**config.mk**
```make
export PLATFORM = sky130hd
export DESIGN_NAME = mem_access_ctrl_flat
export DESIGN_NICKNAME = d
export VERILOG_FILES = /design/src/rtl/mem_pkg.sv /design/src/rtl/mem_access_ctrl_if.sv /design/src/rtl/mem_lane_align.sv /design/src/rtl/mem_access_ctrl.sv /design/src/flat_wrapper.sv
export SDC_FILE = /design/constraint.sdc
export NUM_CORES = 1
export LEC_CHECK = 0
export CAP_MARGIN = 20
export CORE_MARGIN = 4
export CORE_UTILIZATION = 25
export DETAILED_ROUTE_END_ITERATION = 8
export SETUP_SLACK_MARGIN = 0.4
export SLEW_MARGIN = 5
export SYNTH_ARGS = -nofsm -noshare
export SYNTH_HDL_FRONTEND = slang
export SYNTH_HIERARCHICAL = 1
export SYNTH_SLANG_ARGS = --single-unit
```
**constraint.sdc**
```tcl
create_clock -name clk -period 2.15 [get_ports clk]
set_clock_uncertainty 0.1 [all_clocks]
set_input_delay 0.215 -clock clk [delete_from_list [all_inputs] [get_ports clk]]
set_output_delay 0.215 -clock clk [all_outputs]
set_load 0.1 [all_outputs]
```
**src/rtl/mem_pkg.sv**
```systemverilog
// Shared definitions for the memory access controller.
//   state_t        control FSM states
//   SZ_*           req_size (MemSize) encodings
//   ERR_*          err_code values
//   size_supported / size_misaligned  request legality helpers
package mem_pkg;

    typedef enum logic [2:0] {
        ST_IDLE,
        ST_CHECK,
        ST_ACCESS,
        ST_RESP,
        ST_FAIL
    } state_t;

    localparam logic [2:0] SZ_B  = 3'b000;
    localparam logic [2:0] SZ_H  = 3'b001;
    localparam logic [2:0] SZ_W  = 3'b010;
    localparam logic [2:0] SZ_BU = 3'b100;
    localparam logic [2:0] SZ_HU = 3'b101;

    localparam logic [1:0] ERR_NONE     = 2'b00;
    localparam logic [1:0] ERR_MISALIGN = 2'b01;
    localparam logic [1:0] ERR_SIZE     = 2'b10;
    localparam logic [1:0] ERR_TIMEOUT  = 2'b11;

    function automatic logic size_supported(input logic [2:0] sz);
        case (sz)
            SZ_B, SZ_H, SZ_W, SZ_BU, SZ_HU: size_supported = 1'b1;
            default:                        size_supported = 1'b0;
        endcase
    endfunction

    function automatic logic size_misaligned(input logic [2:0] sz, input logic [1:0] off);
        case (sz)
            SZ_H, SZ_HU: size_misaligned = off[0];
            SZ_W:        size_misaligned = (off != 2'b00);
            default:     size_misaligned = 1'b0;
        endcase
    endfunction

endpackage

```
**src/rtl/mem_access_ctrl_if.sv**
```systemverilog
// Core-request and memory-bus signals of the memory access controller.
//   req_*              core request (held until done)
//   done/err/err_code/rdata  completion response
//   mem_*              memory-side strobe, lanes, data and ack
// slave modport: controller side; master modport: core/memory side.
interface mem_access_ctrl_if;
    logic        req_valid;
    logic        req_write;
    logic [31:0] req_addr;
    logic [31:0] req_wdata;
    logic [2:0]  req_size;
    logic        done;
    logic        err;
    logic [1:0]  err_code;
    logic [31:0] rdata;
    logic        mem_en;
    logic        mem_we;
    logic [3:0]  mem_be;
    logic [31:0] mem_addr;
    logic [31:0] mem_wdata;
    logic [31:0] mem_rdata;
    logic        mem_ack;

    modport slave (
        input  req_valid, req_write, req_addr, req_wdata, req_size,
        input  mem_rdata, mem_ack,
        output done, err, err_code, rdata,
        output mem_en, mem_we, mem_be, mem_addr, mem_wdata
    );

    modport master (
        output req_valid, req_write, req_addr, req_wdata, req_size,
        output mem_rdata, mem_ack,
        input  done, err, err_code, rdata,
        input  mem_en, mem_we, mem_be, mem_addr, mem_wdata
    );
endinterface

```
**src/rtl/mem_lane_align.sv**
```systemverilog
// Combinational byte-lane logic for sub-word accesses.
//   size_i       MemSize code of the access
//   off_i        byte offset within the word (addr[1:0])
//   wdata_i      right-aligned store data
//   mem_rdata_i  raw memory read word
//   be_o         byte lane enables
//   wdata_o      store data replicated across lanes
//   rdata_o      load data shifted down and sign/zero extended
module mem_lane_align
    import mem_pkg::*;
(
    input  logic [2:0]  size_i,
    input  logic [1:0]  off_i,
    input  logic [31:0] wdata_i,
    input  logic [31:0] mem_rdata_i,
    output logic [3:0]  be_o,
    output logic [31:0] wdata_o,
    output logic [31:0] rdata_o
);

    logic [31:0] shifted;

    always_comb begin
        shifted = mem_rdata_i >> {off_i, 3'b000};
        be_o    = '0;
        wdata_o = '0;
        rdata_o = '0;
        case (size_i)
            SZ_B: begin
                be_o    = 4'b0001 << off_i;
                wdata_o = {4{wdata_i[7:0]}};
                rdata_o = {{24{shifted[7]}}, shifted[7:0]};
            end
            SZ_BU: begin
                be_o    = 4'b0001 << off_i;
                wdata_o = {4{wdata_i[7:0]}};
                rdata_o = {24'd0, shifted[7:0]};
            end
            SZ_H: begin
                be_o    = 4'b0011 << off_i;
                wdata_o = {2{wdata_i[15:0]}};
                rdata_o = {{16{shifted[15]}}, shifted[15:0]};
            end
            SZ_HU: begin
                be_o    = 4'b0011 << off_i;
                wdata_o = {2{wdata_i[15:0]}};
                rdata_o = {16'd0, shifted[15:0]};
            end
            SZ_W: begin
                be_o    = 4'b1111;
                wdata_o = wdata_i;
                rdata_o = shifted;
            end
            default: begin
                be_o    = '0;
                wdata_o = '0;
                rdata_o = '0;
            end
        endcase
    end

endmodule

```
**src/rtl/mem_access_ctrl.sv**
```systemverilog
// Memory access controller: accepts one core load/store at a time, checks
// size and alignment, drives a single memory access with a bounded wait for
// mem_ack, and returns a registered one-cycle done pulse with status/data.
//   clk, reset  single clock, synchronous active-high reset
//   bus         mem_access_ctrl_if.slave (request, response, memory bus)
// Parameter TIMEOUT_CYCLES: max cycles mem_en stays high waiting for mem_ack.
module mem_access_ctrl
    import mem_pkg::*;
#(
    parameter int unsigned TIMEOUT_CYCLES = 15
) (
    input  logic                clk,
    input  logic                reset,
    mem_access_ctrl_if.slave    bus
);

    localparam int unsigned      CNT_W    = $clog2(TIMEOUT_CYCLES + 1);
    localparam logic [CNT_W-1:0] CNT_LAST = CNT_W'(TIMEOUT_CYCLES - 1);

    state_t             state_q;
    logic               wr_q;
    logic [31:0]        addr_q;
    logic [31:0]        wdata_q;
    logic [2:0]         size_q;
    logic [CNT_W-1:0]   cnt_q;

    logic               done_q;
    logic               err_q;
    logic [1:0]         code_q;
    logic [31:0]        rdata_q;
    logic               en_q;
    logic               we_q;
    logic [3:0]         be_q;
    logic [31:0]        maddr_q;
    logic [31:0]        mwdata_q;

    logic [3:0]         lane_be;
    logic [31:0]        lane_wdata;
    logic [31:0]        lane_rdata;

    mem_lane_align u_lane (
        .size_i      (size_q),
        .off_i       (addr_q[1:0]),
        .wdata_i     (wdata_q),
        .mem_rdata_i (bus.mem_rdata),
        .be_o        (lane_be),
        .wdata_o     (lane_wdata),
        .rdata_o     (lane_rdata)
    );

    always_ff @(posedge clk) begin
        if (reset) begin
            state_q  <= ST_IDLE;
            wr_q     <= '0;
            addr_q   <= '0;
            wdata_q  <= '0;
            size_q   <= '0;
            cnt_q    <= '0;
            done_q   <= '0;
            err_q    <= '0;
            code_q   <= ERR_NONE;
            rdata_q  <= '0;
            en_q     <= '0;
            we_q     <= '0;
            be_q     <= '0;
            maddr_q  <= '0;
            mwdata_q <= '0;
        end else begin
            // Response outputs are pulses: they are only set on the edge
            // entering RESP/FAIL and fall back to zero on the following edge.
            done_q  <= 1'b0;
            err_q   <= 1'b0;
            code_q  <= ERR_NONE;
            rdata_q <= '0;

            case (state_q)
                ST_IDLE: begin
                    if (bus.req_valid) begin
                        wr_q    <= bus.req_write;
                        addr_q  <= bus.req_addr;
                        wdata_q <= bus.req_wdata;
                        size_q  <= bus.req_size;
                        state_q <= ST_CHECK;
                    end
                end

                ST_CHECK: begin
                    if (!size_supported(size_q)) begin
                        done_q  <= 1'b1;
                        err_q   <= 1'b1;
                        code_q  <= ERR_SIZE;
                        state_q <= ST_FAIL;
                    end else if (size_misaligned(size_q, addr_q[1:0])) begin
                        done_q  <= 1'b1;
                        err_q   <= 1'b1;
                        code_q  <= ERR_MISALIGN;
                        state_q <= ST_FAIL;
                    end else begin
                        // Memory-side outputs are loaded once here and held
                        // unchanged for the whole ACCESS state.
                        en_q     <= 1'b1;
                        we_q     <= wr_q;
                        be_q     <= lane_be;
                        maddr_q  <= {addr_q[31:2], 2'b00};
                        mwdata_q <= lane_wdata;
                        cnt_q    <= '0;
                        state_q  <= ST_ACCESS;
                    end
                end

                ST_ACCESS: begin
                    if (bus.mem_ack) begin
                        en_q    <= 1'b0;
                        we_q    <= 1'b0;
                        done_q  <= 1'b1;
                        rdata_q <= wr_q ? '0 : lane_rdata;
                        state_q <= ST_RESP;
                    end else if (cnt_q == CNT_LAST) begin
                        // Last allowed cycle without ack: mem_en has then been
                        // high for exactly TIMEOUT_CYCLES cycles.
                        en_q    <= 1'b0;
                        we_q    <= 1'b0;
                        done_q  <= 1'b1;
                        err_q   <= 1'b1;
                        code_q  <= ERR_TIMEOUT;
                        state_q <= ST_FAIL;
                    end else begin
                        cnt_q <= cnt_q + CNT_W'(1);
                    end
                end

                ST_RESP, ST_FAIL: begin
                    state_q <= ST_IDLE;
                end

                default: begin
                    state_q <= ST_IDLE;
                end
            endcase
        end
    end

    assign bus.done      = done_q;
    assign bus.err       = err_q;
    assign bus.err_code  = code_q;
    assign bus.rdata     = rdata_q;
    assign bus.mem_en    = en_q;
    assign bus.mem_we    = we_q;
    assign bus.mem_be    = be_q;
    assign bus.mem_addr  = maddr_q;
    assign bus.mem_wdata = mwdata_q;

endmodule

```
**src/flat_wrapper.sv**
```systemverilog
// flat-port wrapper written by rule: the top's interface ports become plain ports
module mem_access_ctrl_flat import mem_pkg::*;
#(
    parameter int unsigned TIMEOUT_CYCLES = 15
)
  (clk, reset, bus_req_valid, bus_req_write, bus_req_addr, bus_req_wdata, bus_req_size, bus_mem_rdata, bus_mem_ack, bus_done, bus_err, bus_err_code, bus_rdata, bus_mem_en, bus_mem_we, bus_mem_be, bus_mem_addr, bus_mem_wdata);
  mem_access_ctrl_if bus_i ();
  input  logic clk;
  input  logic reset;
  input wire logic [$bits(bus_i.req_valid)-1:0] bus_req_valid;
  input wire logic [$bits(bus_i.req_write)-1:0] bus_req_write;
  input wire logic [$bits(bus_i.req_addr)-1:0] bus_req_addr;
  input wire logic [$bits(bus_i.req_wdata)-1:0] bus_req_wdata;
  input wire logic [$bits(bus_i.req_size)-1:0] bus_req_size;
  input wire logic [$bits(bus_i.mem_rdata)-1:0] bus_mem_rdata;
  input wire logic [$bits(bus_i.mem_ack)-1:0] bus_mem_ack;
  output wire logic [$bits(bus_i.done)-1:0] bus_done;
  output wire logic [$bits(bus_i.err)-1:0] bus_err;
  output wire logic [$bits(bus_i.err_code)-1:0] bus_err_code;
  output wire logic [$bits(bus_i.rdata)-1:0] bus_rdata;
  output wire logic [$bits(bus_i.mem_en)-1:0] bus_mem_en;
  output wire logic [$bits(bus_i.mem_we)-1:0] bus_mem_we;
  output wire logic [$bits(bus_i.mem_be)-1:0] bus_mem_be;
  output wire logic [$bits(bus_i.mem_addr)-1:0] bus_mem_addr;
  output wire logic [$bits(bus_i.mem_wdata)-1:0] bus_mem_wdata;
  assign bus_i.req_valid = bus_req_valid;
  assign bus_i.req_write = bus_req_write;
  assign bus_i.req_addr = bus_req_addr;
  assign bus_i.req_wdata = bus_req_wdata;
  assign bus_i.req_size = bus_req_size;
  assign bus_i.mem_rdata = bus_mem_rdata;
  assign bus_i.mem_ack = bus_mem_ack;
  assign bus_done = bus_i.done;
  assign bus_err = bus_i.err;
  assign bus_err_code = bus_i.err_code;
  assign bus_rdata = bus_i.rdata;
  assign bus_mem_en = bus_i.mem_en;
  assign bus_mem_we = bus_i.mem_we;
  assign bus_mem_be = bus_i.mem_be;
  assign bus_mem_addr = bus_i.mem_addr;
  assign bus_mem_wdata = bus_i.mem_wdata;
  mem_access_ctrl #(.TIMEOUT_CYCLES(TIMEOUT_CYCLES)) u_core (.clk(clk), .reset(reset), .bus(bus_i));
endmodule
```
Word level (Yosys, flattened, before mapping)
Index checks and enable logic that the tools add are counted.
Operators by class
  add/sub/neg operators: 1
  equal/unequal tests: 13
  shift-type cells: 3
  muxes and demuxes: 41
  bitwise logic cells: 3
  reduce and logical (&&, ||, !) cells: 13
Operators with widths (number)
  32-bit one-hot mux with 5 select lines: 1
  32-bit one-hot mux with 3 select lines: 1
  32-bit by 5-bit right shift with 32-bit output: 1
  1-bit two-way mux: 18
  4-bit two-way mux: 4
  3-bit two-way mux: 5
  4-bit one-hot mux with 3 select lines: 1
  1-bit one-hot mux with 2 select lines: 5
  3-bit one-hot mux with 3 select lines: 1
  2-bit != test (second input constant): 4
  4-bit one-hot mux with 2 select lines: 1
  3-bit by 1-bit == test with 1-bit output (second input constant): 2
  3-bit by 2-bit == test with 1-bit output (second input constant): 2
  3-bit == test (second input constant): 2
  3-bit zero test: 2
  2-bit two-way mux: 3
  5-bit AND reduction: 1
  5-bit OR reduction: 1
  4-bit by 1-bit adder with 4-bit output (second input constant): 1
  4-bit == test (second input constant): 1
  2-bit one-hot mux with 2 select lines: 1
  2-bit AND reduction: 2
  4-bit AND reduction: 1
  2-bit nonzero test: 2
  8 further kinds: 11
Word-level totals
  register bits after elaboration: 179
  input port bits: 104
  output and inout port bits: 106
  word-level logic and storage cells: 89

Longest topological paths before layout
Gate-level depths: netlist (run 1).
  depth after elaboration: 11
  gate-level depth with buffers: 8
  depth with buffers taken out: 6

Modules after synthesis
Netlist (run 1), hierarchy kept.
By module, submodules not included
  mem_access_ctrl: instances 1, cells each 729, area each 6125.9 µm²
  mem_lane_align: instances 1, cells each 206, area each 1313.8 µm²

Worst setup path after synthesis (run 1)
Ideal clock, no wire load.
  kind: reg-to-reg
  from: register u_core.state_q[2]
  to: register u_core.be_q[0] (netlist: u_core/bus.mem_be[0])
  arrival time: 1.509 ns
  required time: 1.918 ns
  setup slack: 0.408 ns
  cell stages (with the launch flop): 8
  path buffers: 3
  period minus slack after synthesis: 1.742 ns
  cell sequence: dfxtp_1 buf_6 or3b_1 nand4b_1 clkbuf_1 clkbuf_1 nand2_1 a21oi_1
On the way
  cells in the longest elaborated chain, start to end: 2
Ends and longest elaborated chain
  from (decl): RTL line mem_access_ctrl.sv:20  | state_t state_q;
  from (signal assigned): RTL line mem_access_ctrl.sv:53  | state_q <= ST_IDLE;
  from (signal assigned): RTL line mem_access_ctrl.sv:83  | state_q <= ST_CHECK;
  from (signal assigned): RTL line mem_access_ctrl.sv:92  | state_q <= ST_FAIL;
  3-bit by 1-bit == test with 1-bit output: RTL line mem_access_ctrl.sv:76  | case (state_q)
  3-bit AND reduction (no source line)
  to (signal assigned): RTL line mem_access_ctrl.sv:103  | be_q <= lane_be;
  to (decl): RTL line mem_access_ctrl.sv:33  | logic [3:0] be_q;
No other way between the ends.
A chain may end at the register's enable or synchronous reset.

Final worst setup path (run 1)
  from: register u_core.state_q[0]
  to: register u_core.rdata_q[20] (netlist: u_core/bus.rdata[20])
On the way
  cells in the longest elaborated chain, start to end: 3
Ends and longest elaborated chain
  3-bit by 2-bit == test with 1-bit output: RTL line mem_access_ctrl.sv:76
  1-bit inverter (no source line)
  4-bit OR reduction (no source line)
  to (signal assigned): RTL line mem_access_ctrl.sv:116  | rdata_q <= wr_q ? '0 : lane_rdata;
  to (decl): RTL line mem_access_ctrl.sv:30  | logic [31:0] rdata_q;
No other way between the ends.

==> results.toml, run 1 <==
[route]
vias = 7054
routed_wl_um = 25840
firstDrtPassIters = 5
route.met3.wl_um = 1654
route.detailed.drc = 0
top_layer = "met4"
final_antenna_net_count = 0
wl_per_cell_um = 16.83
drt_iter0_markers = 455
met2RoutedLength_um = 12460
wl_met1_um = 11380
via_per_inst = 4.592

[synthesis]
synthCells = 935
synth_seq_cells = 179
yosys_warnings = 6
async_reset_ff_frac = 0
synth_cell_types = 52
ys_seq_area_frac = 0.4817
synth_ff_type = "dfxtp_1"
post_synth_instance_area_sq_um = 7440
synth-edff-count = 0
syn_area_per_cell_sq_um = 7.957

[global_route]
antenna_found_initial = 0
track_usage = 0.1462
grt_pass1_vias = 6644
grt_pass1_wl_um = 37790
grt_overflow = 0
grt_start_max_net_pins = 110

[die]
die_h_um = 180.5
dieArea_sq_um = 32580
chipWidth_um = 180.5
rows = 62
pin_count = 210
start_util = 0.2564
core_area_sq_um = 29010

[cells_and_area]
n_fill_cell = 3097
finalNonFillerCells = 1536
nets = 1246
num_antenna_cells = 0
drive_gt1_frac = 0.2031
design_area_sq_um = 10670
area.growth.synth_to_final_pct = 43.47

[clock_tree]
cts_made_buffers = 17
clkTransAtPathRegs_ns = 0.07
clockBufferDepth = 2
cts-root-buf = "clkbuf_16"
clk_latency_ns = 0.43
cts_tree = "done"
cts.sinks = 179
htree_levels = 4

[placement]
io_buffers = 207
globalplace.congestion = 0.8104
dpl_cell_area_sq_um = 9644
hpwl_um = 17020
placed_cells = 1482

[sta]
rsz0062_at_grt = "yes"
slew_viol_final = 0
hold_viol = 0
period_share = 0.8549
clock.fmax_mhz = 544.1
hold_ws_ns = 0.1143
max_slew.worst_pin.slew_ns = 0.6010
final.setup.tns_ns = 0
min_period_ns = 1.838
slew_headroom = 0.5985
setup_viol = 0

[power]
powerDensity_nw_per_um2 = 774.9
p_leak_uw = 0.004173
max-vdd-ir-drop_mv = 0.4049
power_uw = 8272

[setup_path]
arrival_ns = 2.11
slowest_delay_ns = 0.42
crit_type = "flop to flop"
r2r-end = "u_core/bus.rdata[20]"
r2r_start = "u_core/state_q[0]"
critPathBufInv = 3
critPathRequiredTime_ns = 2.42
crit_chain = "buf_6 > or3b_4 > nor4b_4 > buf_6 > clkbuf_16 > and2_4"
cpLargestDelayFamily = "simple AND/OR/NAND/NOR gates"
rr_worst_depth = 6
crit_path_end_kind = "flop"
r2r_slack_ns = 0.31
cpMostUsedCell = "buf_6"
startpoint_type = "flop"
critPathSlowestCell = "or3b_4"
critPathMaxFanout = 8

[worst_hold_path]
hold_depth = 3
hold_path_startpoint = "reset"
hp-class = "primary input to flop"
holdPathEnd = "u_core/bus.err_code[0]"

[flow_run]
drv_cap = 0

[run_status]
run_status = "completed"
## cells by family after synthesis
| group | after synthesis | synth area share |
|---|---|---|
| and+or+nand+nor | 417 | 0.2486 |
| adders and majority gates | 2 | 0.003363 |
| xor gates and xnor gates | 1 | 0.001177 |
| other | 1 | 0.0005041 |
| AOI/OAI and AO/OA | 242 | 0.1855 |
| buffers and inverters | 75 | 0.05415 |
| DFF | 179 | 0.4817 |
| muxes | 18 | 0.02506 |
## cells in the final DEF, fill, tap and decap left out, types with 9 or more instances in the layout
cell,instances
a211oi_1,16
and2_1,28
clkdlybuf4s50_1,102
mux2i_1,15
nor2b_1,21
clkbuf_16,23
a21oi_1,156
and2_4,13
dfxtp_1,174
buf_12,9
o21ai_1,12
nor2_1,13
o21ai_0,24
nand2_1,310
buf_4,130
buf_6,9
## state kept, by name, indices dropped and copies added (netlist names)
name	cells
u_core/wdata_q	32
u_core/bus.mem_addr	30
u_core/bus.mem_be	4
u_core/size_q	3
u_core/bus.rdata	32
u_core/state_q	3
u_core/bus.mem_we	1
u_core/bus.mem_en	1
u_core/bus.mem_wdata	32
u_core/bus.done	1
u_core/bus.err	1
u_core/wr_q	1
u_core/bus.err_code	2
u_core/cnt_q	4
u_core/addr_q	32
## worst register-to-register path, delay by kind of cell, from the launching register on
kind / cells / cell delay, ns
and+or+nand+nor: 3 / 0.85
buffers and inverters: 3 / 0.49
DFF: 1 / 0.35
## final cells by class
type	instances	area [sq um]	share of cell area
timing repair buffer	257	2456	0.2301
sequential	179	3595	0.3368
tap	384	480.5	0.04501
inverter	2	7.507	0.0007033
multi-input combinational	683	3578	0.3352
clock buffer	21	480.5	0.04501
clock inverter	10	76.32	0.007150
## through the flow
| stage | utilization | setup WS, ns |
|---|---|---|
| after CTS | 0.3572 | 0.3580 |
| after floorplan | - | 0.4083 |
| after global routing | 0.3679 | 0.2758 |
| after detailed placement | 0.3324 | 0.07432 |
| final | 0.3679 | 0.3119 |
| after global placement | 0.3324 | 0.1018 |
## report_power, final
part           leakage, uW  internal [uW]  switching, uW  total (uW)
logic              0.00245            651           1100        1760
registers          0.00146           3460           89.4        3550
clock network     0.000268           1610           1360        2960
## synthesized netlist by cell type (all sizes together) (3+ instances only)
cell | count | area (sq um)
nand2 | 311 | 1167
buf | 34 | 249.0
a31o | 3 | 26.28
and2 | 41 | 259.0
nand2b | 4 | 40.04
nand3 | 8 | 40.04
a21o | 8 | 60.06
a21oi | 156 | 780.8
nand4b | 3 | 26.28
clkbuf | 39 | 146.4
o211ai | 3 | 41.29
o2bb2ai | 7 | 61.31
nor2 | 16 | 70.07
dfxtp | 179 | 3583
nor2b | 22 | 137.6
o21ai | 38 | 197.7
a211oi | 16 | 120.1
mux2i | 16 | 160.2
nor3 | 3 | 15.01
a31oi | 3 | 18.77
## metal layers
layer,vias to the layer above,track usage
met5,-,0
met2,217,0.2474
li1,3522,-
met1,3294,0.1840
met4,0,0.03962
met3,21,0.04017
## worst max path at each step
stage | end | start | cells after the start | slack (ns)
4_1_cts | u_core/cnt_q[3] | u_core/state_q[0] | 6 | 0.36
2_1_floorplan | u_core/bus.mem_be[0] | u_core/state_q[2] | 7 | 0.41
6_report | u_core/bus.rdata[20] | u_core/state_q[0] | 6 | 0.31
3_5_place_dp | u_core/bus.rdata[18] | bus_mem_rdata[31] | 5 | 0.07
5_1_grt | u_core/bus.rdata[31] | u_core/state_q[0] | 6 | 0.28
3_3_place_gp | u_core/bus.rdata[18] | bus_mem_rdata[31] | 5 | 0.10
## repair_timing
| action | 4_1_cts | 5_1_grt |
|---|---|---|
| hold buffers | 0 | 0 |
| gates cloned | 2 | 7 |
| setup endpoints to repair | 103 | 120 |
| pin swaps | 2 | 14 |
| buffers inserted | 7 | 7 |
| gates resized for setup | 19 | 28 |
No activity file was read; power rests on OpenSTA's default activity.
==> run 2: changes to the inputs <==
- CORE_UTILIZATION: 25 -> 48
- GPL_ROUTABILITY_DRIVEN: unset -> 0
- PLACE_DENSITY: unset -> 0.8
- clock period: 2.15 -> 2.1 ns (I/O delays scaled with it)
==> run 2 against run 1 <==
  * Fmax down 7.3%
  * Critical path type unchanged
  * Flip-flop and latch count stayed put
  * Power grew 8.1%
  * Final cell count is 11% lower
  * Cell area rose by 7.4%
  * Largest power group unchanged
  * Routed wire length grew 8.2%
==> results.toml, run 2 (synthesized netlist as in run 1, its figures left out) <==
[cells_and_area]
area.growth.synth_to_final_pct = 54.15
nets = 1271
layout_common_cells = "nand2_1 (261), dfxtp_1 (172), buf_4 (129)"
final_common_cell = "nand2_1"
drive_gt1_frac = 0.3073
finalNonFillerCells = 1367

[clock_tree]
htree_levels = 4
holdBufCountCts = 0
cts-root-buf = "clkbuf_16"
clockBufferDepth = 2
cts.sinks = 179
cts_made_buffers = 17
clkTransAtPathRegs_ns = 0.07
clk_latency_ns = 0.44
cts_tree = "done"

[sta]
slew_headroom = 0.6037
rsz0062_at_grt = "yes"
final.setup.tns_ns = 0
clock.fmax_mhz = 504.4
max_slew.worst_pin.slew_ns = 0.5904
fin_ws_ns = 0.1176
setup_viol = 0
period_share = 0.9440
min_period_ns = 1.982
hold_viol = 0
slew_viol_final = 0

[die]
pin_count = 210
core_area_sq_um = 15200
chipWidth_um = 132.5
dieArea_sq_um = 17550
start_util = 0.4894
rows = 45
die_h_um = 132.5

[placement]
io_buffers = 207
hpwl_um = 14340
placed_cells = 1285
dp_slack_ns = 0.03486

[power]
powerDensity_nw_per_um2 = 779.8
max-vdd-ir-drop_mv = 0.5871
p_leak_uw = 0.004735

[global_route]
grt_overflow = 0
antenna_found_initial = 1
grt_pass1_vias = 7073
grt_start_max_net_pins = 49
grt_pass1_wl_um = 36380
track_usage = 0.2556

[setup_path]
rr_worst_depth = 9
cp-endpoint = "u_core/addr_q[15]"
critPathRequiredTime_ns = 2.34
critPathMaxFanout = 10
crit_path_end_kind = "flop"
startpoint = "u_core/state_q[2]"
r2r-end = "u_core/addr_q[15]"
arrival_ns = 2.22
r2r_start = "u_core/state_q[2]"
r2r_slack_ns = 0.12
crit_type = "flop to flop"
startpoint_type = "flop"

[route]
route.detailed.drc = 0
final_antenna_net_count = 0
via_per_inst = 5.816
vias = 7951
wl_per_cell_um = 20.46
firstDrtPassIters = 7
drt_iter0_markers = 941
routed_wl_um = 27970

[run_status]
run_status = "completed"

[flow_run]
drv_cap = 0

[worst_hold_path]
hp-class = "primary input to flop"
## run 2: critical path, stage by stage (launching register included)
cell and delay [ns]:
dfxtp_4 0.36, buf_6 0.12, buf_4 0.13, buf_6 0.11, buf_6 0.12, nor3_4 0.29, buf_4 0.19, clkbuf_16 0.15
nand2_1 0.08, a21oi_1 0.22
## run 2: how the worst min path moves through the flow
stage | from | to | slack [ns] | cells past startpoint
floorplan | bus_req_addr[10] | u_core/addr_q[10] | 0.25 | 2
detailed placement | u_core/addr_q[21] | u_core/bus.mem_addr[21] | 0.34 | 2
CTS | reset | u_core/wdata_q[20] | 0.15 | 2
global placement | u_core/addr_q[4] | u_core/bus.mem_addr[4] | 0.34 | 2
finish | reset | u_core/addr_q[31] | 0.15 | 2
global route | reset | u_core/wdata_q[18] | 0.19 | 2
## run 2: cell type report
type                            count  area (sq um)
Timing Repair Buffer              283          2978
Fill cell                         992          3734
Sequential cell                   179          3597
Antenna cell                        1         2.502
Inverter                            2         7.507
Clock buffer                       20         466.7
Tap cell                          188         235.2
Clock inverter                     12         97.59
Multi-Input combinational cell    682          4084
## run 2: metrics by stage
| step | cell area, sq um | hold slack (ns) | power [uW] | util |
|---|---|---|---|---|
| after floorplan | 7452 | 0.2460 | 4781 | - |
| after global placement | 9354 | 0.3360 | 5248 | 0.6153 |
| after detailed placement | 9354 | 0.3446 | 5272 | 0.6153 |
| after CTS | 10460 | 0.1502 | 8500 | 0.6882 |
| after global routing | 11470 | 0.1891 | 9182 | 0.7544 |
| final | 11470 | 0.1522 | 8944 | 0.7544 |
## run 2: report_power, final
group | leakage, uW | internal [uW] | switching (uW) | total, uW
clock network | 0.000281 | 1640 | 1440 | 3070
logic | 0.00300 | 890 | 1310 | 2200
registers | 0.00146 | 3550 | 123 | 3670
total | 0.00473 | 6070 | 2870 | 8940
## run 2: metal layers
layer	GRT usage	share of wire	vias to the layer above
li1	-	-	3576
met1	0.3186	0.38	3789
met2	0.4297	0.49	502
met3	0.07452	0.098	84
met4	0.07737	0.033	0
met5	0	0	-
## run 2: timing repair
| action | CTS | global route |
|---|---|---|
| endpoints found under the setup margin | 142 | 169 |
| pin swaps | 10 | 89 |
| gates resized for setup | 40 | 181 |
| cloned | 9 | 15 |
| setup buffers | 19 | 6 |
==> run 3: changes to the inputs <==
- CORE_MARGIN: 4 -> 2
==> run 3 against run 2 <==
  * Utilization shrank 5.3 points
  * Via count shrank 8.6%
  * Global-route usage shrank 0.34 points
  * Sequential share of layout area grew 2.5 points
  * Hold slack lost 0.033 ns
  * Clock power shrank 4%
  * Fmax grew 8.0%
  * Critical endpoint is now u_core/bus.mem_addr[13]
  * Non-clock buffer count shrank 20
  * Flip-flop and latch count is the same
  * Power shrank 5.1%
  * First-iteration DRC count shrank 46%
  * Combinational power shrank 14%
==> results.toml, run 3 (synthesized netlist as in run 1, its figures left out) <==
[route]
final_antenna_net_count = 0
route.detailed.drc = 0
via_per_inst = 5.400
wl_per_cell_um = 17.42
drt_iter0_markers = 505
routed_wl_um = 23450
vias = 7268
firstDrtPassIters = 5

[sta]
period_share = 0.8737
max_slew.worst_pin.slew_ns = 0.5389
setup_viol = 0
final.setup.tns_ns = 0
slew_viol_final = 0
slew_headroom = 0.6400
clock.fmax_mhz = 545.0
min_period_ns = 1.835
hold_viol = 0
rsz0062_at_grt = "yes"

[setup_path]
critPathMaxFanout = 8
critPathRequiredTime_ns = 2.37
crit_path_end_kind = "flop"
startpoint_type = "flop"
crit_type = "flop to flop"
rr_worst_depth = 6
arrival_ns = 2.10

[cells_and_area]
design_area_sq_um = 10630
area.growth.synth_to_final_pct = 42.87
final_common_cell = "nand2_1"
nets = 1251
drive_gt1_frac = 0.2081
num_antenna_cells = 0
fin_util = 0.7018
layout_common_cells = "nand2_1 (307), dfxtp_1 (174), a21oi_1 (148)"

[power]
switchingPower_uw = 2628
powerDensity_nw_per_um2 = 798.4
power_uw = 8486
comb_power_share = 0.223
seqPwrFrac = 0.429
max-vdd-ir-drop_mv = 0.5693
p_leak_uw = 0.004247
internal-power_uw = 5858
p_sw_frac = 0.3097
clockPowerShare = 0.348

[global_route]
grt_start_max_net_pins = 113
antenna_found_initial = 0
grt_pass1_vias = 6534
grt_overflow = 0
grt_pass1_wl_um = 32570
track_usage = 0.2521

[die]
chipWidth_um = 128.5
die_h_um = 128.5
dieArea_sq_um = 16510
rows = 45
core_area_sq_um = 15150
pin_count = 210
start_util = 0.4912

[clock_tree]
cts-root-buf = "clkbuf_16"
cts_tree = "done"
clockBufferDepth = 2
clk_latency_ns = 0.43
cts_made_buffers = 17
cts.sinks = 179
clkTransAtPathRegs_ns = 0.07
htree_levels = 4
holdBufCountCts = 0

[run_status]
run_status = "completed"

[placement]
hpwl_um = 13800
dpl_cell_area_sq_um = 9380
io_buffers = 207

[worst_hold_path]
hold_depth = 2
hp-class = "primary input to flop"

[flow_run]
drv_cap = 0
## run 3: path summary, 6_finish.rpt
path	start	end	slack, ns
worst min-delay path	reset	u_core/state_q[1]	0.12
worst max-delay path	u_core/state_q[0]	u_core/bus.mem_addr[13]	0.27
worst min register to register	u_core/bus.mem_addr[9]	u_core/bus.mem_addr[9]	0.36
worst max register to register	u_core/state_q[0]	u_core/bus.mem_addr[13]	0.27
## run 3: timing repair
item | CTS | global route
buffers inserted | 10 | 3
setup endpoints to repair | 104 | 128
pin swaps | 0 | 11
cloned | 5 | 9
resized for setup | 43 | 28
endpoints found under the hold margin | 0 | 0
## run 3: cell type report
| class | count | area (sq um) |
|---|---|---|
| clock buffer | 20 | 446.7 |
| timing repair buffer | 263 | 2654 |
| sequential | 179 | 3597 |
| clock inverter | 12 | 98.84 |
| fill | 1211 | 4517 |
| multi-input combinational | 682 | 3590 |
| inverter | 2 | 7.507 |
| tap | 188 | 235.2 |
## run 3: per-stage QoR
step / cells / setup slack, ns / hold slack (ns)
final: 1346 / 0.2651 / 0.1191
after global routing: 1346 / 0.2270 / 0.1154
after CTS: 1334 / 0.2981 / 0.06860
after floorplan: 936 / 0.4161 / 0.2460
after global placement: 1287 / 0.02102 / 0.3355
after detailed placement: 1287 / -0.01716 / 0.3438
## run 3: power by group through the flow
stage          logic [uW]  registers, uW  clock network, uW
2_1_floorplan         742           4040                  0
3_3_place_gp         1560           3700                  0
3_5_place_dp         1570           3710                  0
4_1_cts              1710           3630               2980
5_1_grt              2010           3650               3140
6_report             1890           3640               2960
## run 3: routing by layer
metal,wire [um],track usage,part of all wire,vias up
li1,-,-,-,3528
met1,9313,0.3148,0.40,3312
met2,11470,0.4265,0.49,376
met3,1932,0.05198,0.082,52
met4,733,0.1055,0.031,0
met5,0,0,0,-
## run 3: worst max-delay path: stages (launching register included)
cell and delay, ns:
dfxtp_4 0.37, or3b_4 0.38, and4b_4 0.43, buf_12 0.14, clkbuf_16 0.16, nand2_2 0.07
a21oi_2 0.11
